## src/rtl/flap_ctrl.sv

```systemverilog
// Flap game controller: synchronises the flap key, generates the game-step strobe
// and sequences IDLE -> RUN -> OVER for the bird-column light cells.
//
// state  | meaning
// -------+-----------------------------------------------------------
// S_IDLE | waiting for the first press; divider held at 0
// S_RUN  | game running; presses queue a flap, collision ends game
// S_OVER | game over; strobes continue, up forced low, reset only exit
module flap_ctrl #(
    parameter int TICK_DIV   = 12_500_000,
    parameter int FLAP_TICKS = 2
) (
    input  logic clk,
    input  logic reset,
    input  logic key_n,
    input  logic collision,
    output logic enable,
    output logic up,
    output logic gameOver
);
    localparam int DIV_W  = $clog2(TICK_DIV);
    localparam int FLAP_W = $clog2(FLAP_TICKS + 1);
    localparam logic [DIV_W-1:0]  DIV_LAST  = DIV_W'(TICK_DIV - 1);
    localparam logic [FLAP_W-1:0] FLAP_LOAD = FLAP_W'(FLAP_TICKS);

    typedef enum logic [1:0] {S_IDLE, S_RUN, S_OVER} state_t;

    state_t              r_state, w_state_nxt;
    logic                r_sync1, r_sync2, r_hist;
    logic [DIV_W-1:0]    r_div, w_div_nxt;
    logic [FLAP_W-1:0]   r_flap, w_flap_nxt;
    logic                r_req, w_req_nxt;
    logic                w_press_edge;
    logic                w_tick;

    // Flops reset to the released level so no press is seen coming out of reset.
    always_ff @(posedge clk or posedge reset) begin
        if (reset) begin
            r_sync1 <= 1'b1;
            r_sync2 <= 1'b1;
            r_hist  <= 1'b1;
        end else begin
            r_sync1 <= key_n;
            r_sync2 <= r_sync1;
            r_hist  <= r_sync2;
        end
    end

    assign w_press_edge = ~r_sync2 & r_hist;
    assign w_tick       = (r_div == DIV_LAST);

    always_ff @(posedge clk or posedge reset) begin
        if (reset) begin
            r_state <= S_IDLE;
            r_div   <= '0;
            r_flap  <= '0;
            r_req   <= 1'b0;
        end else begin
            r_state <= w_state_nxt;
            r_div   <= w_div_nxt;
            r_flap  <= w_flap_nxt;
            r_req   <= w_req_nxt;
        end
    end

    always_comb begin
        w_state_nxt = r_state;
        w_div_nxt   = r_div;
        w_flap_nxt  = r_flap;
        w_req_nxt   = r_req;
        case (r_state)
            S_IDLE: begin
                w_div_nxt = '0;
                if (w_press_edge) begin
                    w_state_nxt = S_RUN;
                    w_req_nxt   = 1'b1;
                end
            end
            S_RUN: begin
                w_div_nxt = w_tick ? '0 : r_div + 1'b1;
                if (w_tick) begin
                    if (r_req) begin
                        w_flap_nxt = FLAP_LOAD;
                        w_req_nxt  = 1'b0;
                    end else if (r_flap != '0) begin
                        w_flap_nxt = r_flap - 1'b1;
                    end
                end
                // Set after the tick's clear so a coincident press is served next tick.
                if (w_press_edge) begin
                    w_req_nxt = 1'b1;
                end
                if (collision) begin
                    w_state_nxt = S_OVER;
                end
            end
            S_OVER: begin
                w_div_nxt  = w_tick ? '0 : r_div + 1'b1;
                w_flap_nxt = '0;
                w_req_nxt  = 1'b0;
            end
            default: begin
                w_state_nxt = S_IDLE;
                w_div_nxt   = '0;
                w_flap_nxt  = '0;
                w_req_nxt   = 1'b0;
            end
        endcase
    end

    assign enable   = w_tick & (r_state != S_IDLE);
    assign up       = (r_flap != '0) & (r_state != S_OVER);
    assign gameOver = (r_state == S_OVER);
endmodule

```

## config.mk

```make
export PLATFORM = sky130hd
export DESIGN_NAME = flap_ctrl
export DESIGN_NICKNAME = d
export VERILOG_FILES = /design/src/rtl/flap_ctrl.sv
export SDC_FILE = /design/constraint.sdc
export NUM_CORES = 1
export LEC_CHECK = 0
export CAP_MARGIN = 20
export CORE_MARGIN = 4
export CORE_UTILIZATION = 30
export DETAILED_ROUTE_END_ITERATION = 8
export SETUP_SLACK_MARGIN = 0.3
export SLEW_MARGIN = 20
export SYNTH_ARGS = -nofsm -noshare
export SYNTH_HDL_FRONTEND = slang
export SYNTH_SLANG_ARGS = --single-unit
```

## constraint.sdc

```tcl
create_clock -name clk -period 3.2 [get_ports clk]
set_input_delay 0.64 -clock clk [delete_from_list [all_inputs] [get_ports clk]]
set_output_delay 0.64 -clock clk [all_outputs]
set_load 0.02 [all_outputs]
```

# Yosys cells after proc, flatten, opt, wreduce, memory -nomap -nowiden
# Index checks and enable logic that the tools add are counted.
# totals
ff_bits	32
inputBits	4
out_inout_bits	3
word_cells	44
# op_classes
add_sub_neg	2
eq_ne	9
n_mux	13
bitwise	6
reduce_logical	7
# op_table
operator	count
$mux 24	2
$add 24x1->24 const B	1
$eq 24x24->1 const B	1
$mux 2	5
$ne 2x2->1 const B	4
$ne 3x3->1 const B	2
$pmux 2 s3	1
$reduce_and 3->1	2
$pmux 2 s2	1
$reduce_bool 2->1	2
$and 1x1->1	3
$mux 1	3
$not 1->1	3
$eq 2x1->1 const B	1
$eq 2x2->1 const B	1
$logic_not 2->1	1
$pmux 1 s2	1
$reduce_and 2->1	1
$reduce_or 2->1	1
$sub 2x1->2 const B	1

# Depth between registers and ports, before layout
# Gate-level depths: netlist of run 1.
# logic_depth
word_depth	5
ltp_mapped	7
depth_no_buf	6

# Worst setup path after synthesis of run 1
# OpenSTA, ideal clock, no wires.
# synth_timing
path_type	flip-flop to output port
start	register r_div[0]
end	output port enable
t_arrival_ns	1.425
t_required_ns	2.560
path_slack_ns	1.135
stages_incl_launch_ff	6
path_buffers	1
path_cell_list	dfrtp_1 > ha_1 > and4_1 > buf_4 > nand3_1 > nor3_1
# synth_between
elab_chain_cells	2
# synth_lines
element	line	text
start: declaration	30	logic [DIV_W-1:0] r_div, w_div_nxt;
start signal: assignment	60	r_div <= w_div_nxt;
$eq 24x24->1	50	assign w_tick = (r_div == DIV_LAST);
$and 1x1->1	111	assign enable = w_tick & (r_state != S_IDLE);
end: declaration	17	output logic enable,
# No other way between the ends.

# Worst setup path in the final report of run 1
# layout_timing
start	register r_div[9]
end	output port enable
# Same word-level chain as after synthesis.

==> metrics.txt, run 1 <==
# TYPE chip_impl_metric gauge
chip_impl_metric{name="synth.ff_latch_count",unit=""} 32
chip_impl_metric{name="initial_core_util",unit=""} 0.3161
chip_impl_metric{name="number_of_enable_flip_flop_cells_after_synthesis",unit=""} 0
chip_impl_info{name="crit_path_top_delay_cell",value="sky130_fd_sc_hd__dfrtp_1"} 1
chip_impl_metric{name="crit_buf_inv",unit=""} 1
chip_impl_metric{name="synth_compound_gate_area_share",unit=""} 0.1187
chip_impl_metric{name="worst-slew-pin-transition",unit="ns"} 0.4885
chip_impl_metric{name="worstSetupPathDepth",unit=""} 4
chip_impl_info{name="tritoncts_clock_tree",value="done"} 1
chip_impl_info{name="timing.critical_path.from",value="r_div[9]"} 1
chip_impl_info{name="rsz0062_at_grt",value="no"} 1
chip_impl_metric{name="clockBufferDepth",unit=""} 2
chip_impl_metric{name="tns",unit="ns"} 0
chip_impl_metric{name="route.antenna.remaining_nets",unit=""} 0
chip_impl_metric{name="clkTransAtPathRegs",unit="ns"} 0.06
chip_impl_metric{name="globalplace.congestion",unit=""} 0.7780
chip_impl_metric{name="synth_area",unit="sq um"} 1655
chip_impl_metric{name="period_utilization_post_route",unit=""} 0.7398
chip_impl_info{name="worst-setup-path-type",value="register to primary output"} 1
chip_impl_metric{name="num_cts_buffers",unit=""} 5
chip_impl_metric{name="routed_wire_length_per_instance",unit="microns"} 11.95
chip_impl_metric{name="finalSetupViolCount",unit=""} 0
chip_impl_metric{name="n_antenna_cell",unit=""} 0
chip_impl_metric{name="yosysSeqAreaShare",unit=""} 0.4860
chip_impl_metric{name="postRouteWirelength",unit="mm"} 2.976
chip_impl_metric{name="std_cell_rows",unit=""} 26
chip_impl_info{name="cp_cell_sequence",value="nor4b_2, nand4_1, nor3_1, dlymetal6s2s_1"} 1
chip_impl_metric{name="ff2ff_path_depth",unit=""} 4
chip_impl_metric{name="vdd.ir_drop.worst",unit="uV"} 393.3
chip_impl_info{name="critical_path.endpoint_type",value="primary output"} 1
chip_impl_metric{name="largest_net_degree_at_the_start_of_global_routing",unit=""} 33
chip_impl_metric{name="synth_fa_ha_area_frac",unit=""} 0.03779
chip_impl_info{name="synth_top_flop_cell",value="sky130_fd_sc_hd__dfrtp_1"} 1
chip_impl_metric{name="post_synth_and_or_nand_nor_area_fraction",unit=""} 0.2487
chip_impl_metric{name="timing.final.crit_period",unit="ns"} 2.367
chip_impl_info{name="startpoint_type",value="register"} 1
chip_impl_metric{name="postSynthAreaPerCell",unit="sq um"} 9.853
chip_impl_metric{name="final_max_slew_viol_count",unit=""} 0
chip_impl_metric{name="r2r_slack",unit="ns"} 1.20
chip_impl_metric{name="dp_hpwl",unit="mm"} 2.020
chip_impl_info{name="cpLargestDelayFamily",value="simple AND/OR/NAND/NOR gates"} 1
chip_impl_metric{name="maximum_clock_skew_at_final_layout",unit="ns"} 0.007243
chip_impl_metric{name="area_share_of_xor_xnor_cells_in_the_synthesized_design",unit=""} 0.05820
chip_impl_metric{name="worstPathArrival",unit="ns"} 1.73
chip_impl_metric{name="worst_slew_margin",unit=""} 0.6734
chip_impl_info{name="worst_hold_path_type",value="register to register"} 1
chip_impl_metric{name="layout.core_utilization",unit=""} 0.3602
chip_impl_metric{name="grt_use_total",unit=""} 0.1034
chip_impl_metric{name="placement.io_buffers",unit=""} 6
chip_impl_metric{name="synth_cells",unit=""} 168
chip_impl_metric{name="fp.dieW",unit="microns"} 82.28
chip_impl_metric{name="first_global_vias",unit=""} 1169
chip_impl_metric{name="ys_async_sr_fraction",unit=""} 1.000
chip_impl_metric{name="yosysWarnings",unit=""} 0
chip_impl_metric{name="clock_sink_count",unit=""} 32
chip_impl_info{name="main_combinational_cell_family_by_area_after_synthesis",value="simple AND/OR/NAND/NOR gates"} 1
chip_impl_metric{name="post-layout-total-power",unit="mW"} 1.088
chip_impl_info{name="reg2reg_from",value="r_div[5]"} 1
chip_impl_metric{name="viasPerCell",unit=""} 4.791
chip_impl_metric{name="crit_required",unit="ns"} 2.56
chip_impl_metric{name="num_io_pins",unit=""} 7
chip_impl_metric{name="remaining_drc_errors",unit=""} 0
chip_impl_metric{name="final_layout_size_suffix_gt1_frac",unit=""} 0.1006
chip_impl_metric{name="areaGrowthSynthToFinish",unit="%"} 13.98
chip_impl_metric{name="detail_route.iter0.violations",unit=""} 69
chip_impl_metric{name="number_of_nets_in_the_final_layout",unit=""} 187
chip_impl_metric{name="layout.filler_cells",unit=""} 518
chip_impl_info{name="status",value="finished clean"} 1
chip_impl_info{name="worst_r2r_endpoint",value="r_div[23]"} 1
chip_impl_metric{name="leakage",unit="nW"} 0.7626
chip_impl_metric{name="clock_latency",unit="ns"} 0.28
chip_impl_metric{name="die_h",unit="microns"} 82.28
chip_impl_metric{name="max_cap_viol_count",unit=""} 0
chip_impl_metric{name="synth_fp_nets",unit=""} 177
chip_impl_metric{name="synthMuxAreaShare",unit=""} 0.006803
chip_impl_metric{name="htreeDepth",unit=""} 2
chip_impl_metric{name="maximum_net_fanout_on_the_critical_path",unit=""} 6
chip_impl_metric{name="post_synth_num_cell_types",unit=""} 35
chip_impl_metric{name="first_pass_iteration_count_of_the_detailed_router",unit=""} 4
chip_impl_metric{name="p_per_area",unit="nW/um^2"} 576.4
chip_impl_metric{name="grt_overflow",unit=""} 0
chip_impl_info{name="clockRootBuffer",value="sky130_fd_sc_hd__clkbuf_8"} 1
chip_impl_metric{name="antenna_violations_before_repair",unit=""} 0
chip_impl_metric{name="grt_pass1_wl",unit="mm"} 5.285
chip_impl_metric{name="critical_path.max_stage_delay",unit="ns"} 0.47
chip_impl_metric{name="final_number_of_hold_violating_endpoints",unit=""} 0
chip_impl_info{name="setup.worst_path.end",value="enable"} 1
chip_impl_metric{name="die_area",unit="sq um"} 6770
chip_impl_metric{name="core_region_area",unit="sq um"} 5238
chip_impl_metric{name="clock.fmax",unit="MHz"} 422.4
chip_impl_metric{name="dr_total_vias",unit=""} 1193
-- where the power goes --
part           total [mW]  switching, mW  internal [mW]
clock network       0.319          0.144          0.174
registers           0.471         0.0302          0.441
logic               0.298          0.196          0.102
-- final cells by class --
cell class,count,area (sq um),area share
Clock buffer,7,86.33,0.04576
Clock inverter,1,7.507,0.003979
Timing Repair Buffer,9,85.08,0.04509
Tap cell,70,87.58,0.04642
Inverter,10,37.54,0.01989
Sequential cell,32,804.5,0.4264
Multi-Input combinational cell,120,778.2,0.4125
-- state kept, by name, summed over array words and instances, names as in the netlist --
signal / cells
r_div: 24
r_flap: 2
r_state: 2
r_hist: 1
r_req: 1
r_sync1: 1
r_sync2: 1
-- synthesized netlist by cell type, types with 2 or more instances --
master / instances / area [sq um]
sky130_fd_sc_hd__a21oi_1: 15 / 75.07
sky130_fd_sc_hd__o21ai_0: 6 / 30.03
sky130_fd_sc_hd__nand4_1: 7 / 43.79
sky130_fd_sc_hd__o31ai_1: 6 / 45.04
sky130_fd_sc_hd__dfstp_2: 3 / 78.83
sky130_fd_sc_hd__buf_2: 4 / 20.02
sky130_fd_sc_hd__xnor2_1: 4 / 35.03
sky130_fd_sc_hd__and4_1: 4 / 35.03
sky130_fd_sc_hd__nand2_1: 9 / 33.78
sky130_fd_sc_hd__inv_1: 10 / 37.54
sky130_fd_sc_hd__dfrtp_1: 29 / 725.7
sky130_fd_sc_hd__xor2_1: 7 / 61.31
sky130_fd_sc_hd__ha_1: 5 / 62.56
sky130_fd_sc_hd__buf_4: 2 / 15.01
sky130_fd_sc_hd__nand3_1: 7 / 35.03
sky130_fd_sc_hd__nor3_1: 2 / 10.01
sky130_fd_sc_hd__or3_1: 6 / 37.54
sky130_fd_sc_hd__nor2b_1: 3 / 18.77
sky130_fd_sc_hd__and2_1: 2 / 12.51
sky130_fd_sc_hd__or4_1: 7 / 52.55
sky130_fd_sc_hd__nor2_1: 16 / 60.06
-- worst register-to-register path: stages, from the launching register on --
cell                      delay (ns)
sky130_fd_sc_hd__dfrtp_1        0.45
sky130_fd_sc_hd__and4_4         0.30
sky130_fd_sc_hd__nand4_1        0.41
sky130_fd_sc_hd__or4_1          0.61
sky130_fd_sc_hd__a21oi_1        0.15
-- routing by layer --
layer  up-vias  wire, microns  GRT usage  part of all wire
li1        621              -          -                 -
met1       556           1584     0.1434              0.53
met2        11           1263     0.1466              0.42
met3         5             74    0.03254             0.025
met4         0             53    0.04485             0.018
met5         -              0          0                 0
-- metrics by stage --
step                setup WS [ns]  instances  hold WS [ns]  instance area (sq um)
floorplan                   1.135        168        0.3452                   1655
global placement           0.7574        241        0.3541                   1790
detailed placement         0.7225        241        0.3507                   1790
CTS                        0.4011        249        0.3607                   1884
global route               0.6893        249        0.3641                   1887
finish                     0.8326        249        0.3587                   1887
-- cells by family (layout without fill, tap and decap cells) --
family          count (synthesis)  in the layout
flops                          32             32
xor+xnor                       11             11
fa+ha+maj                       5              5
simple gates                   70             70
mux                             1              1
compound gates                 33             33
buf+inv                        16             27
-- worst min-delay path by stage --
stage            start      end  slack (ns)  depth (start not counted)
3_5_place_dp   r_sync1  r_sync2        0.35                          0
4_1_cts        r_sync1  r_sync2        0.36                          0
5_1_grt        r_sync1  r_sync2        0.36                          0
6_report       r_sync1  r_sync2        0.36                          0
3_3_place_gp   r_sync1  r_sync2        0.35                          0
2_1_floorplan  r_sync1  r_sync2        0.35                          0
-- what timing repair did --
item | in CTS | in global routing
resized for setup | 0 | 1
buffers inserted | 0 | 0
hold buffers | 0 | 0
setup endpoints to repair | 0 | 1
-- cells in the final DEF (no fill, tap or decap), drive strengths merged, types with 2 or more instances in the layout --
cell	netlist	routed
o21ai	7	7
o31ai	6	6
clkbuf	0	7
inv	10	10
ha	5	5
and4	5	5
nor2b	3	3
clkdlybuf4s50	0	5
dfstp	3	3
or3	6	6
nor3	2	2
nor2	16	16
xnor2	4	4
a21oi	15	15
and2	2	2
or4	7	7
dfrtp	29	29
nand2	9	9
buf	6	3
nand3	9	9
xor2	7	7
nand4	7	7
Power figures use the tool's default switching activity.
==> inputs of run 2 (changes only) <==
==> constraint.sdc (replaced) <==
create_clock -name clk -period 2.4 [get_ports clk]
set_input_delay 0.48 -clock clk [delete_from_list [all_inputs] [get_ports clk]]
set_output_delay 0.48 -clock clk [all_outputs]
set_load 0.02 [all_outputs]
==> run 2 against run 1 <==
Net effect:
- via count is 6.8% higher
- design area is 5.0% higher
- critical path type unchanged
- count of clock-buffer cells in the layout is 2 lower
- hold slack better by 0.00086 ns
- largest cell class unchanged
- clock skew is 0.0013 ns lower
- total power is 45% higher
- sequential power is 35% higher
==> metrics.txt, run 2 (synthesis results as in run 1) <==
# TYPE chip_impl_metric gauge
chip_impl_metric{name="clkTransAtPathRegs",unit="ns"} 0.07
chip_impl_metric{name="finalSetupViolCount",unit=""} 0
chip_impl_metric{name="hold_depth",unit=""} 0
chip_impl_info{name="worst-setup-path-type",value="register to primary output"} 1
chip_impl_metric{name="grt_use_total",unit=""} 0.1146
chip_impl_metric{name="worst-slew-pin-transition",unit="ns"} 0.4027
chip_impl_info{name="rsz0062_at_grt",value="yes"} 1
chip_impl_metric{name="remaining_drc_errors",unit=""} 0
chip_impl_metric{name="placement.io_buffers",unit=""} 6
chip_impl_metric{name="crit_buf_inv",unit=""} 1
chip_impl_metric{name="first_global_vias",unit=""} 1229
chip_impl_metric{name="place_inst",unit=""} 248
chip_impl_metric{name="clockBufferDepth",unit=""} 2
chip_impl_metric{name="vdd.ir_drop.worst",unit="uV"} 700.4
chip_impl_metric{name="tns",unit="ns"} 0
chip_impl_metric{name="final_max_slew_viol_count",unit=""} 0
chip_impl_metric{name="num_io_pins",unit=""} 7
chip_impl_info{name="timing.critical_path.from",value="r_div[0]"} 1
chip_impl_metric{name="maximum_net_fanout_on_the_critical_path",unit=""} 4
chip_impl_metric{name="critical_path.max_stage_delay",unit="ns"} 0.42
chip_impl_metric{name="routed_wire_length_per_instance",unit="microns"} 12.86
chip_impl_metric{name="maximum_clock_skew_at_final_layout",unit="ns"} 0.005894
chip_impl_metric{name="finished_layout_cells",unit=""} 257
chip_impl_metric{name="dp_hpwl",unit="mm"} 2.223
chip_impl_metric{name="first_pass_iteration_count_of_the_detailed_router",unit=""} 4
chip_impl_info{name="reg2reg_from",value="r_div[0]"} 1
chip_impl_metric{name="initial_core_util",unit=""} 0.3161
chip_impl_metric{name="grt_pass1_wl",unit="mm"} 5.782
chip_impl_info{name="crit_path_top_delay_cell",value="sky130_fd_sc_hd__dfrtp_1"} 1
chip_impl_metric{name="clock.fmax",unit="MHz"} 498.6
chip_impl_info{name="top_register",value="r_div"} 1
chip_impl_info{name="cpLargestDelayFamily",value="simple AND/OR/NAND/NOR gates"} 1
chip_impl_metric{name="globalplace.congestion",unit=""} 0.7257
chip_impl_metric{name="crit_required",unit="ns"} 1.92
chip_impl_info{name="status",value="finished clean"} 1
chip_impl_metric{name="antenna_violations_before_repair",unit=""} 0
chip_impl_metric{name="place_ws",unit="ns"} 0.1919
chip_impl_metric{name="postRouteWirelength",unit="mm"} 3.306
chip_impl_info{name="largest_registers",value="r_div x24, r_flap x2, r_state x2"} 1
chip_impl_metric{name="viasPerCell",unit=""} 4.957
chip_impl_metric{name="largest_net_degree_at_the_start_of_global_routing",unit=""} 33
chip_impl_metric{name="final_layout_size_suffix_gt1_frac",unit=""} 0.1658
chip_impl_metric{name="postPlaceCellArea",unit="sq um"} 1843
chip_impl_metric{name="areaGrowthSynthToFinish",unit="%"} 19.65
chip_impl_metric{name="die_area",unit="sq um"} 6770
chip_impl_info{name="worst_hold_path.endpoint",value="r_sync2"} 1
chip_impl_metric{name="final.hold.worst_slack",unit="ns"} 0.3596
chip_impl_metric{name="fp.dieW",unit="microns"} 82.28
chip_impl_metric{name="layout.core_utilization",unit=""} 0.3782
chip_impl_info{name="critical_path.endpoint_type",value="primary output"} 1
chip_impl_metric{name="worst_slew_margin",unit=""} 0.7316
chip_impl_metric{name="cts.hold.buffers_added",unit=""} 0
chip_impl_info{name="worst_hold_path_type",value="register to register"} 1
chip_impl_metric{name="final_number_of_hold_violating_endpoints",unit=""} 0
chip_impl_metric{name="timing.final.ws_setup",unit="ns"} 0.3944
chip_impl_metric{name="clock_latency",unit="ns"} 0.29
chip_impl_metric{name="core_region_area",unit="sq um"} 5238
chip_impl_metric{name="detail_route.iter0.violations",unit=""} 102
chip_impl_info{name="tritoncts_clock_tree",value="done"} 1
chip_impl_metric{name="p_per_area",unit="nW/um^2"} 797.0
chip_impl_info{name="layout_common_cells",value="sky130_fd_sc_hd__dfrtp_1 (29), sky130_fd_sc_hd__nor2_1 (16), sky130_fd_sc_hd__a21oi_1 (15), sky130_fd_sc_hd__buf_4 (12), sky130_fd_sc_hd__inv_1 (10)"} 1
chip_impl_metric{name="largest_reg_flops",unit=""} 24
chip_impl_metric{name="htreeDepth",unit=""} 2
chip_impl_info{name="worst_hold_startpoint",value="r_sync1"} 1
chip_impl_metric{name="number_of_nets_in_the_final_layout",unit=""} 195
chip_impl_metric{name="post-layout-total-power",unit="mW"} 1.579
chip_impl_info{name="cp_cell_sequence",value="ha_4, and4_4, nand3_1, nor3_2, buf_4"} 1
chip_impl_info{name="final_common_cell",value="sky130_fd_sc_hd__dfrtp_1"} 1
chip_impl_metric{name="clock_sink_count",unit=""} 32
chip_impl_info{name="clockRootBuffer",value="sky130_fd_sc_hd__clkbuf_8"} 1
chip_impl_metric{name="ff2ff_path_depth",unit=""} 6
chip_impl_info{name="startpoint_type",value="register"} 1
chip_impl_metric{name="n_antenna_cell",unit=""} 0
chip_impl_metric{name="dr_total_vias",unit=""} 1274
chip_impl_metric{name="leakage",unit="nW"} 0.8158
chip_impl_metric{name="design_area",unit="sq um"} 1981
chip_impl_metric{name="route.antenna.remaining_nets",unit=""} 0
chip_impl_metric{name="period_utilization_post_route",unit=""} 0.8357
chip_impl_metric{name="r2r_slack",unit="ns"} 0.63
chip_impl_metric{name="worstPathArrival",unit="ns"} 1.53
chip_impl_metric{name="num_cts_buffers",unit=""} 5
chip_impl_metric{name="std_cell_rows",unit=""} 26
chip_impl_metric{name="timing.final.crit_period",unit="ns"} 2.006
chip_impl_metric{name="max_cap_viol_count",unit=""} 0
chip_impl_info{name="worst_r2r_endpoint",value="r_div[20]"} 1
chip_impl_metric{name="grt_overflow",unit=""} 0
chip_impl_metric{name="die_h",unit="microns"} 82.28
## run 2: cell count changes in the layout (fill, tap and decap cells not counted), sizes merged
| cell | before | now |
|---|---|---|
| dlygate4sd2 | 0 | 1 |
| buf | 3 | 12 |
| bufinv | 0 | 1 |
| clkinv | 0 | 1 |
| clkdlybuf4s50 | 5 | 3 |
| clkbuf | 7 | 5 |
## run 2: repair_timing
item	CTS	global route
cloned	0	0
setup endpoints to repair	2	2
pin swaps	0	3
resized for setup	6	6
setup buffers	0	1
## run 2: area by class of cell
| type | instances | area (sq um) |
|---|---|---|
| flip-flops and latches | 32 | 804.5 |
| inverters | 10 | 37.54 |
| multi-input cells | 120 | 798.3 |
| repair buffers | 17 | 141.4 |
| well taps | 70 | 87.58 |
| clock inverters | 3 | 42.54 |
| clock buffers | 5 | 68.82 |
| fillers | 532 | 3257 |
## run 2: layer usage
| metal | up-vias | share of wire | global-route usage |
|---|---|---|---|
| met5 | - | 0 | 0 |
| met4 | 0 | 0.018 | 0.05482 |
| met3 | 5 | 0.034 | 0.02928 |
| met2 | 25 | 0.46 | 0.1715 |
| met1 | 603 | 0.49 | 0.1536 |
| li1 | 641 | - | - |
## run 2: power breakdown
part / internal [mW] / switching (mW) / total [mW] / leakage, nW
registers: 0.588 / 0.0462 / 0.634 / 0.430
clock network: 0.307 / 0.208 / 0.515 / 0.0541
logic: 0.160 / 0.269 / 0.429 / 0.331
## run 2: worst register-to-register path, cell delays in order (launching register included)
cell	delay [ns]
sky130_fd_sc_hd__dfrtp_1	0.42
sky130_fd_sc_hd__ha_4	0.15
sky130_fd_sc_hd__and4_4	0.22
sky130_fd_sc_hd__buf_4	0.15
sky130_fd_sc_hd__nand3_4	0.13
sky130_fd_sc_hd__or4_1	0.48
sky130_fd_sc_hd__a21oi_1	0.15
## run 2: how the worst max path moves through the flow
| stage | cells past startpoint | to | slack, ns |
|---|---|---|---|
| 6_report | 5 | enable | 0.39 |
| 5_1_grt | 4 | enable | 0.26 |
| 4_1_cts | 5 | enable | 0.32 |
| 3_5_place_dp | 5 | enable | 0.19 |
| 3_3_place_gp | 4 | enable | 0.21 |
| 2_1_floorplan | 5 | enable | 0.49 |
